===== config.mk =====
export PLATFORM = sky130hd
export DESIGN_NAME = uart_tx_buffered
export DESIGN_NICKNAME = d
export VERILOG_FILES = /design/src/rtl/uart_pkg.sv /design/src/rtl/uart_tx_fifo.sv /design/src/rtl/uart_tx_buffered.sv
export SDC_FILE = /design/constraint.sdc
export NUM_CORES = 1
export LEC_CHECK = 0
export BUFFER_PORTS_ARGS = -buffer_cell sky130_fd_sc_hd__buf_2
export CORE_ASPECT_RATIO = 0.8
export CORE_UTILIZATION = 25
export DETAILED_ROUTE_END_ITERATION = 7
export HOLD_SLACK_MARGIN = 0.03
export PLACE_DENSITY_LB_ADDON = 0.25
export SLEW_MARGIN = 30
export SYNTH_ARGS = -nofsm -noshare
export SYNTH_HDL_FRONTEND = slang
export SYNTH_SLANG_ARGS = --single-unit

===== constraint.sdc =====
create_clock -name clk -period 5.3 [get_ports clk]
set_input_delay 0.795 -clock clk [delete_from_list [all_inputs] [get_ports clk]]
set_output_delay 0.795 -clock clk [all_outputs]
set_load 0.02 [all_outputs]

===== src/rtl/uart_pkg.sv =====
// Shared UART definitions: transmitter state encoding, frame constants and
// the baud divider helper.
package uart_pkg;

  localparam int   UART_DATA_BITS  = 8;
  localparam logic UART_IDLE_LEVEL = 1'b1;

  typedef enum logic [2:0] {
    IDLE,
    START,
    DATA,
    PARITY,
    STOP
  } tx_state_t;

  function automatic int clks_per_bit(input int clk_freq, input int baud);
    return clk_freq / baud;
  endfunction

endpackage


===== src/rtl/uart_tx_fifo.sv =====
// Byte FIFO in front of the UART serialiser: registered count, wrapping
// pointers, head slot readable combinationally.
module uart_tx_fifo #(
  parameter  int DEPTH = 8,
  parameter  int W     = 8,
  localparam int AW    = $clog2(DEPTH),
  localparam int CW    = AW + 1
) (
  input  logic          clk,
  input  logic          reset,
  input  logic          push_i,
  input  logic [W-1:0]  wr_data_i,
  input  logic          pop_i,
  output logic [W-1:0]  rd_data_o,
  output logic          full_o,
  output logic          empty_o,
  output logic [CW-1:0] count_o
);

  logic [W-1:0]  mem_q [DEPTH];
  logic [AW-1:0] wr_ptr_q, rd_ptr_q;
  logic [CW-1:0] count_q, count_d;
  logic          do_push, do_pop;

  assign full_o    = (count_q == CW'(DEPTH));
  assign empty_o   = (count_q == '0);
  assign count_o   = count_q;
  assign rd_data_o = mem_q[rd_ptr_q];

  // A push into a full FIFO is dropped; a pop from an empty one is ignored.
  assign do_push = push_i && !full_o;
  assign do_pop  = pop_i && !empty_o;

  always_comb begin
    count_d = count_q;
    case ({do_push, do_pop})
      2'b10:   count_d = count_q + CW'(1);
      2'b01:   count_d = count_q - CW'(1);
      default: count_d = count_q;
    endcase
  end

  always_ff @(posedge clk) begin
    if (reset) begin
      wr_ptr_q <= '0;
      rd_ptr_q <= '0;
      count_q  <= '0;
    end else begin
      if (do_push) wr_ptr_q <= wr_ptr_q + AW'(1);
      if (do_pop)  rd_ptr_q <= rd_ptr_q + AW'(1);
      count_q <= count_d;
    end
  end

  always_ff @(posedge clk) begin
    if (do_push) mem_q[wr_ptr_q] <= wr_data_i;
  end

endmodule


===== src/rtl/uart_tx_buffered.sv =====
// Buffered UART transmitter: FIFO-fed 8N1 serialiser, LSB first, idle-high tx.
// Define UART_TX_PARITY_EN to add an even-parity bit (11-bit frames).
module uart_tx_buffered
  import uart_pkg::*;
#(
  parameter  int CLK_FREQ   = 50_000_000,
  parameter  int BAUD       = 115_200,
  parameter  int FIFO_DEPTH = 8,
  localparam int CW         = $clog2(FIFO_DEPTH) + 1
) (
  input  logic          clk,
  input  logic          reset,
  input  logic [7:0]    wr_data,
  input  logic          wr_valid,
  output logic          wr_ready,
  output logic          tx,
  output logic          busy,
  output logic [CW-1:0] fifo_count
);

  localparam int CLKS_PER_BIT = clks_per_bit(CLK_FREQ, BAUD);
  localparam int CNT_W        = $clog2(CLKS_PER_BIT);
  localparam logic [CNT_W-1:0] CNT_LAST = CNT_W'(CLKS_PER_BIT - 1);
  localparam logic [2:0]       LAST_BIT = 3'(UART_DATA_BITS - 1);

  tx_state_t        state_q;
  logic [CNT_W-1:0] cnt_q;
  logic [2:0]       bit_idx_q;
  logic [7:0]       shift_q;
  logic             tx_q;
  logic [7:0]       fifo_rd_data;
  logic             fifo_full, fifo_empty, fifo_pop, bit_end;
`ifdef UART_TX_PARITY_EN
  logic             parity_q;
`endif

  assign fifo_pop = (state_q == IDLE) && !fifo_empty;
  assign bit_end  = (cnt_q == CNT_LAST);

  uart_tx_fifo #(
    .DEPTH (FIFO_DEPTH),
    .W     (8)
  ) u_fifo (
    .clk       (clk),
    .reset     (reset),
    .push_i    (wr_valid),
    .wr_data_i (wr_data),
    .pop_i     (fifo_pop),
    .rd_data_o (fifo_rd_data),
    .full_o    (fifo_full),
    .empty_o   (fifo_empty),
    .count_o   (fifo_count)
  );

  assign wr_ready = !fifo_full;
  assign busy     = (state_q != IDLE) || !fifo_empty;
  assign tx       = tx_q;

  always_ff @(posedge clk) begin
    if (reset) begin
      state_q   <= IDLE;
      cnt_q     <= '0;
      bit_idx_q <= '0;
      shift_q   <= '0;
      tx_q      <= UART_IDLE_LEVEL;
`ifdef UART_TX_PARITY_EN
      parity_q  <= 1'b0;
`endif
    end else begin
      case (state_q)
        IDLE: begin
          cnt_q     <= '0;
          bit_idx_q <= '0;
          // Start bit goes out on the same edge that pops the head byte.
          if (!fifo_empty) begin
            shift_q <= fifo_rd_data;
`ifdef UART_TX_PARITY_EN
            parity_q <= ^fifo_rd_data;
`endif
            tx_q    <= 1'b0;
            state_q <= START;
          end else begin
            tx_q <= UART_IDLE_LEVEL;
          end
        end
        START: begin
          if (bit_end) begin
            cnt_q   <= '0;
            tx_q    <= shift_q[0];
            state_q <= DATA;
          end else begin
            cnt_q <= cnt_q + CNT_W'(1);
          end
        end
        DATA: begin
          if (bit_end) begin
            cnt_q <= '0;
            if (bit_idx_q == LAST_BIT) begin
`ifdef UART_TX_PARITY_EN
              tx_q    <= parity_q;
              state_q <= PARITY;
`else
              tx_q    <= UART_IDLE_LEVEL;
              state_q <= STOP;
`endif
            end else begin
              bit_idx_q <= bit_idx_q + 3'd1;
              shift_q   <= shift_q >> 1;
              tx_q      <= shift_q[1];
            end
          end else begin
            cnt_q <= cnt_q + CNT_W'(1);
          end
        end
`ifdef UART_TX_PARITY_EN
        PARITY: begin
          if (bit_end) begin
            cnt_q   <= '0;
            tx_q    <= UART_IDLE_LEVEL;
            state_q <= STOP;
          end else begin
            cnt_q <= cnt_q + CNT_W'(1);
          end
        end
`endif
        STOP: begin
          if (bit_end) begin
            cnt_q   <= '0;
            state_q <= IDLE;
          end else begin
            cnt_q <= cnt_q + CNT_W'(1);
          end
        end
        default: begin
          cnt_q   <= '0;
          tx_q    <= UART_IDLE_LEVEL;
          state_q <= IDLE;
        end
      endcase
    end
  end

endmodule


==> run_results.csv, run 1 <==
group,metric,value,unit
min_path,holdCritPathClass,"register to register",
floorplan,initial_utilization,0.258,
sta,finClkSkew,0.00942,ns
floorplan,die_area,17700,um^2
route,drt_wl_total,8130,um
setup_path,path_class,"register to register",
logic_synthesis,yosysTopAreaCell,"edfxtp_1",
global_route,grt_overflow,0,
route,route.antenna.remaining_nets,0,
power_and_ir_drop,intPower,1580,uW
global_route,met2_usage,0.146,
logic_synthesis,syn-num-nets,343,
cts,clock_latency,0.35,ns
setup_path,required,5.57,ns
global_route,grt_pass1_vias,2449,
global_route,grt_use_total,0.0982,
route,drc,0,
sta,slew_headroom,0.478,
finish,drive_above_1_share,0.161,
sta,final-max-slew-violation-count,0,
power_and_ir_drop,p_seq_frac,0.428,
floorplan,dieWidth,148,um
global_route,use_met1,0.134,
cts,post_cts_resized,0,
logic_synthesis,netlist.area_leader.share,0.448,
sta,fin_setup_tns,0,ns
route,wire_per_inst,14.3,um
place,dp.cells,552,
sta,worst_slew_pin_slew,0.780,ns
sta,hold_violations,0,
power_and_ir_drop,switchingPower,724,uW
logic_synthesis,yosysSeqAreaShare,0.621,
finish,regArea,2660,um^2
logic_synthesis,yosysWarnings,0,
floorplan,ios,18,
logic_synthesis,syn-instance-count,323,
logic_synthesis,synth_edf_count,64,
power_and_ir_drop,pwr_density_cell,468,nW/um^2
sta,period_needed,2.59,ns
route,first_pass_iters,4,
logic_synthesis,ys.flop_type,"edfxtp_1",
global_route,antenna_found_initial,0,
power_and_ir_drop,power_frac_clock,0.293,
cts,clk_pin_slew_worst_paths,0.07,ns
setup_path,slowest_delay,0.67,ns
run_status,status,"finished, final reports clean",
setup_path,arrival,2.87,ns
cts,cts_buffers,9,
setup_path,timing.critical_path.to_type,"register",
run,maxCapViolations,0,
finish,multi_input_area,1530,um^2
place,hpwl,5600,um
finish,area_growth,14.6,%
power_and_ir_drop,vdd.ir_drop.worst,0.000154,V
power_and_ir_drop,swShare,0.315,
logic_synthesis,synth.ff_latch_count,101,
floorplan,core_area,16700,um^2
logic_synthesis,async_flop_share,0,
global_route,gr-usage-met3,0.0333,
place,portBuffers,17,
cts,postCtsSetupBuffers,0,
finish,final_nets,363,
logic_synthesis,syn_area,4290,um^2
power_and_ir_drop,p_leak,0.00165,uW
floorplan,rows,42,
place,place_congestion,0.711,
sta,post-route-period-util,0.489,
cts,cts_tree,"yes",
finish,fillers,1661,
cts,h-tree-depth,3,
finish,finalCoreUtilization,0.295,
sta,rsz0062_at_grt,"no",
global_route,top_usage_layer,"met2",
global_route,grt_max_degree,31,
setup_path,worstPathMaxFanout,9,
setup_path,slowest_stage,"or4b_1",
finish,final_cells,567,
cts,hold_buffers,0,
finish,n_antenna_cell,0,
floorplan,die_h,119,um
route,via_per_inst,4.50,
setup_path,worst-path-buf-inv,0,
sta,fmax,386,MHz
cts,cts_max_path_buffers,2,
route,vias,2550,
setup_path,cp-start-kind,"register",
route,drt-initial-drc-count,116,
sta,setup_viol,0,
cts,clkSinkCount,101,
global_route,grt_pass1_wl,13100,um
logic_synthesis,synth_area_leaders,"edfxtp_1, dfxtp_1, mux2i_1",
setup_path,crit_chain,"or4b_1 -> nand2_2 -> ha_1 -> xor2_1 -> ha_1 -> a21oi_1 -> xor2_1 -> or3_1 -> a21oi_1",
logic_synthesis,post_synth.cell_area_avg,13.3,um^2
setup_path,path_delay_family,"simple AND/OR/NAND/NOR gates",
sta,whs,0.458,ns
cts,cts-root-buf,"clkbuf_16",
power_and_ir_drop,power_frac_comb,0.278,
logic_synthesis,synth_cell_type_count,52,
[synth_stat cells (all sizes together), types with 6 or more instances]
cell type  instances
nand3              8
o22ai             14
edfxtp            64
or3                8
nor3               7
nand2b            14
a32o               8
xor2               9
xnor2              6
nand2             11
dfxtp             37
mux2i             30
buf                9
nor2              25
a21oi             11
ha                 9
[worst reg2reg max path: stages (launching register included)]
cell and delay, ns:
dfxtp_1 0.39, or4b_1 0.67, nand2_2 0.22, ha_1 0.27
xor2_1 0.17, ha_1 0.16, a21oi_1 0.05, xor2_1 0.16
or3_1 0.31, a21oi_1 0.14
[power groups by stage]
stage / clock network [uW] / registers, uW / logic [uW]
6_report: 676 / 986 / 641
5_1_grt: 727 / 999 / 712
3_3_place_gp: 0 / 998 / 642
2_1_floorplan: 0 / 982 / 529
3_5_place_dp: 0 / 1000 / 650
4_1_cts: 698 / 987 / 652
[metal layers]
metal	part of all wire	wire length (um)
met1	0.51	4160
met2	0.45	3630
met5	0	0
met3	0.032	257
met4	0.0096	78
[worst paths after layout]
path                                         from  cells past startpoint           endpoint  slack [ns]
worst max-delay path            u_fifo.count_o[0]                      9  u_fifo.count_o[2]        2.71
worst min-delay path                   shift_q[4]                      1         shift_q[4]        0.46
worst max register to register  u_fifo.count_o[0]                      9  u_fifo.count_o[2]        2.71
worst min register to register         shift_q[4]                      1         shift_q[4]        0.46
[state kept, by name (all words and copies together), names as in the netlist, named ones only]
name,cells
cnt_q,9
u_fifo.wr_ptr_q,3
bit_idx_q,3
tx,1
u_fifo.mem_q,64
shift_q,8
state_q,3
u_fifo.rd_ptr_q,3
u_fifo.count_o,4
[per-stage QoR]
| stage | setup WS, ns | instance area (um^2) | power, uW |
|---|---|---|---|
| floorplan | 2.67 | 4290 | 1510 |
| global placement | 2.77 | 4610 | 1640 |
| detailed placement | 2.74 | 4610 | 1660 |
| CTS | 2.71 | 4920 | 2340 |
| global route | 2.53 | 4920 | 2440 |
| finish | 2.71 | 4920 | 2300 |
[cell usage in the layout, fill, tap and decap left out, types with 3 or more instances in the layout]
cell / n
edfxtp_1: 64
inv_1: 3
buf_4: 6
mux2_2: 4
dfxtp_1: 37
mux2i_1: 30
nand3_1: 8
o22ai_1: 14
a21oi_1: 10
o21ai_0: 4
xor2_1: 9
nor2_1: 25
a32o_1: 8
nor3_1: 6
and3_1: 3
or3_1: 8
buf_2: 17
nor2b_1: 3
ha_1: 9
clkbuf_16: 9
nand4_1: 3
nand2_1: 9
xnor2_1: 6
nand2b_1: 14
[layout make-up]
| class | instances | area share |
|---|---|---|
| Clock buffer | 9 | 0.0458 |
| Sequential cell | 101 | 0.542 |
| Multi-Input combinational cell | 205 | 0.312 |
| Clock inverter | 6 | 0.0158 |
| Tap cell | 220 | 0.0560 |
| Inverter | 3 | 0.00229 |
| Timing Repair Buffer | 23 | 0.0265 |
[cell families after synthesis]
| kind of cell | Yosys count | synth area share |
|---|---|---|
| flip-flops | 101 | 0.621 |
| AO/OA/AOI/OAI | 46 | 0.0744 |
| buffers and inverters | 17 | 0.0233 |
| XOR/XNOR | 15 | 0.0306 |
| adder cells (fa/ha/maj) | 9 | 0.0262 |
| AND/OR/NAND/NOR | 99 | 0.134 |
| multiplexers | 36 | 0.0910 |
Power figures use the tool's default switching activity.
==> run 2, diff against run 1 <==
ABC_AREA = 1   (was not set)
clock period = 2.5 ns   (was 5.3 ns; I/O delays follow)
==> run_results.csv, run 2 <==
group,metric,value,unit
global_route,grt_pass1_wl,14700,um
logic_synthesis,syn_area,4330,um^2
cts,postCtsSetupBuffers,0,
global_route,antenna_found_initial,0,
logic_synthesis,syn-num-nets,472,
finish,largest_reg_flops,64,
finish,final_nets,495,
floorplan,die_h,120,um
finish,most-common-layout-cells,"nand2_1, nand3_1, edfxtp_1",
logic_synthesis,async_flop_share,0,
power_and_ir_drop,swShare,0.380,
sta,setup_viol,0,
place,place_congestion,0.786,
cts,hold_buffers,0,
cts,h-tree-depth,3,
place,portBuffers,17,
route,via_per_inst,4.30,
logic_synthesis,netlist.area_leader.share,0.444,
floorplan,rows,42,
logic_synthesis,yosysMostFrequentCell,"nand2_1",
logic_synthesis,synth_area_leaders,"edfxtp_1, dfxtp_1, nand2_1",
setup_path,required,2.74,ns
finish,final_cell_area,4970,um^2
run,maxCapViolations,0,
sta,slew_headroom,0.592,
cts,post_cts_resized,0,
setup_path,slowest_delay,0.32,ns
power_and_ir_drop,intPower,3280,uW
route,drt_wl_total,8820,um
logic_synthesis,yosys-top-cells-count,"nand2_1, nand3_1, edfxtp_1, nor2_1, dfxtp_1",
logic_synthesis,post_synth.cell_area_avg,9.58,um^2
route,wire_per_inst,12.6,um
cts,cts_tree,"yes",
global_route,grt_use_total,0.108,
logic_synthesis,synth_edf_count,64,
sta,period_needed,2.20,ns
power_and_ir_drop,pwr_density_cell,1060,nW/um^2
global_route,grt_overflow,0,
route,route.antenna.remaining_nets,0,
power_and_ir_drop,p_leak,0.00193,uW
cts,clkSinkCount,101,
setup_path,cp-start-kind,"register",
sta,finClkSkew,0.0103,ns
setup_path,rr_endpoint,"u_fifo.count_o[2]",
route,first_pass_iters,6,
setup_path,arrival,2.44,ns
power_and_ir_drop,power_frac_clock,0.249,
floorplan,die_area,17800,um^2
logic_synthesis,synth_cell_type_count,25,
min_path,holdCritPathClass,"input pin to register",
logic_synthesis,ys.flop_type,"edfxtp_1",
power_and_ir_drop,switchingPower,2010,uW
setup_path,crit_end,"u_fifo.count_o[2]",
cts,cts_buffers,9,
floorplan,initial_utilization,0.259,
cts,clock_latency,0.34,ns
floorplan,dieWidth,149,um
sta,hold_violations,0,
setup_path,r2r_cells,13,
route,drc,0,
place,dpl-instance-area,4690,um^2
sta,post-route-period-util,0.879,
logic_synthesis,synth.ff_latch_count,101,
cts,clk_pin_slew_worst_paths,0.07,ns
setup_path,r2r-start,"u_fifo.count_o[0]",
power_and_ir_drop,power_frac_comb,0.357,
logic_synthesis,yosysTopAreaCell,"edfxtp_1",
setup_path,crit_top_cell,"inv_1",
place,hpwl,6000,um
logic_synthesis,syn-instance-count,452,
finish,top_register,"u_fifo.mem_q",
finish,layout_commonest_cell,"nand2_1",
sta,whs,0.317,ns
finish,area_growth,14.9,%
logic_synthesis,yosysWarnings,0,
power_and_ir_drop,p_seq_frac,0.394,
finish,drive_above_1_share,0.129,
sta,rsz0062_at_grt,"no",
floorplan,core_area,16700,um^2
sta,worst_slew_pin_slew,0.612,ns
route,vias,3007,
finish,top_regs,"u_fifo.mem_q: 64 flops, cnt_q: 9 flops, shift_q: 8 flops",
setup_path,timing.critical_path.to_type,"register",
sta,final-max-slew-violation-count,0,
global_route,grt_max_degree,33,
setup_path,slowest_stage,"dfxtp_1",
setup_path,worstPathMaxFanout,8,
setup_path,crit_start,"u_fifo.count_o[0]",
setup_path,path_class,"register to register",
power_and_ir_drop,vdd.ir_drop.worst,0.000396,V
global_route,grt_pass1_vias,2903,
floorplan,ios,18,
setup_path,timing.reg2reg.setup_slack,0.30,ns
finish,n_antenna_cell,0,
cts,cts_max_path_buffers,2,
setup_path,crit_chain,"inv_1 -> nand2_1 -> nor2_1 -> inv_1 -> nand2_1 -> inv_1 -> ha_1 -> xor2_1 -> ha_1 -> a21oi_1 -> xnor2_1 -> o21ai_0 -> inv_1",
sta,fmax,455,MHz
run_status,status,"finished, final reports clean",
route,drt-initial-drc-count,143,
cts,cts-root-buf,"clkbuf_16",
logic_synthesis,yosysSeqAreaShare,0.615,
sta,fin_setup_tns,0,ns
==> run 2: logic make-up after synthesis <==
group	Yosys count	share of synthesized area
flops	101	0.615
fa+ha+maj	9	0.0260
compound gates	46	0.0570
buf+inv	52	0.0497
simple gates	239	0.242
xor+xnor	5	0.0101
==> run 2: worst min-delay path by stage <==
stage	startpoint	cells after the start	slack, ns	end
2_1_floorplan	cnt_q[0]	1	0.43	cnt_q[0]
5_1_grt	wr_data[6]	1	0.31	u_fifo.mem_q[4][6]
6_report	wr_data[6]	1	0.32	u_fifo.mem_q[4][6]
3_5_place_dp	shift_q[0]	2	0.46	shift_q[0]
4_1_cts	wr_data[6]	1	0.31	u_fifo.mem_q[4][6]
3_3_place_gp	u_fifo.rd_ptr_q[2]	2	0.44	u_fifo.rd_ptr_q[2]
==> run 2: metal layers <==
layer / vias up / part of all wire / GRT usage
met1: 1402 / 0.50 / 0.140
met2: 41 / 0.46 / 0.173
met5: - / 0 / 0
li1: 1559 / - / -
met3: 5 / 0.036 / 0.0331
met4: 0 / 0.0062 / 0.0249
==> run 2: final cells by class <==
class                           instances  area, um^2
Fill cell                            1734       11700
Sequential cell                       101        2660
Multi-Input combinational cell        299        1450
Tap cell                              220         275
Clock buffer                           10         229
Timing Repair Buffer                   28         168
Inverter                               36         138
Clock inverter                          6        51.3
==> run 2: critical path: cells and delay by family, from the launching register on <==
| kind | cells | cell delay [ns] |
|---|---|---|
| adder cells (fa/ha/maj) | 2 | 0.46 |
| buffers and inverters | 4 | 0.37 |
| AND/OR/NAND/NOR | 3 | 0.37 |
| flip-flops | 1 | 0.32 |
| AO/OA/AOI/OAI | 2 | 0.30 |
| XOR/XNOR | 2 | 0.27 |
==> run 2: power by group through the flow <==
| stage | Clock (uW) | Sequential (uW) | Combinational [uW] |
|---|---|---|---|
| 6_report | 1320 | 2080 | 1890 |
| 5_1_grt | 1430 | 2110 | 2150 |
| 4_1_cts | 1370 | 2080 | 1920 |
| 3_5_place_dp | 0 | 2120 | 1910 |
| 3_3_place_gp | 0 | 2110 | 1870 |
| 2_1_floorplan | 0 | 2130 | 1470 |
==> run 2: metrics by stage <==
stage               cells  total power, uW  utilization  setup WS [ns]
floorplan             452             3610            -          0.344
CTS                   700             5370        0.298          0.290
detailed placement    684             4030        0.281          0.312
global route          700             5690        0.298         0.0796
finish                700             5290        0.298          0.301
global placement      684             3980        0.281          0.428
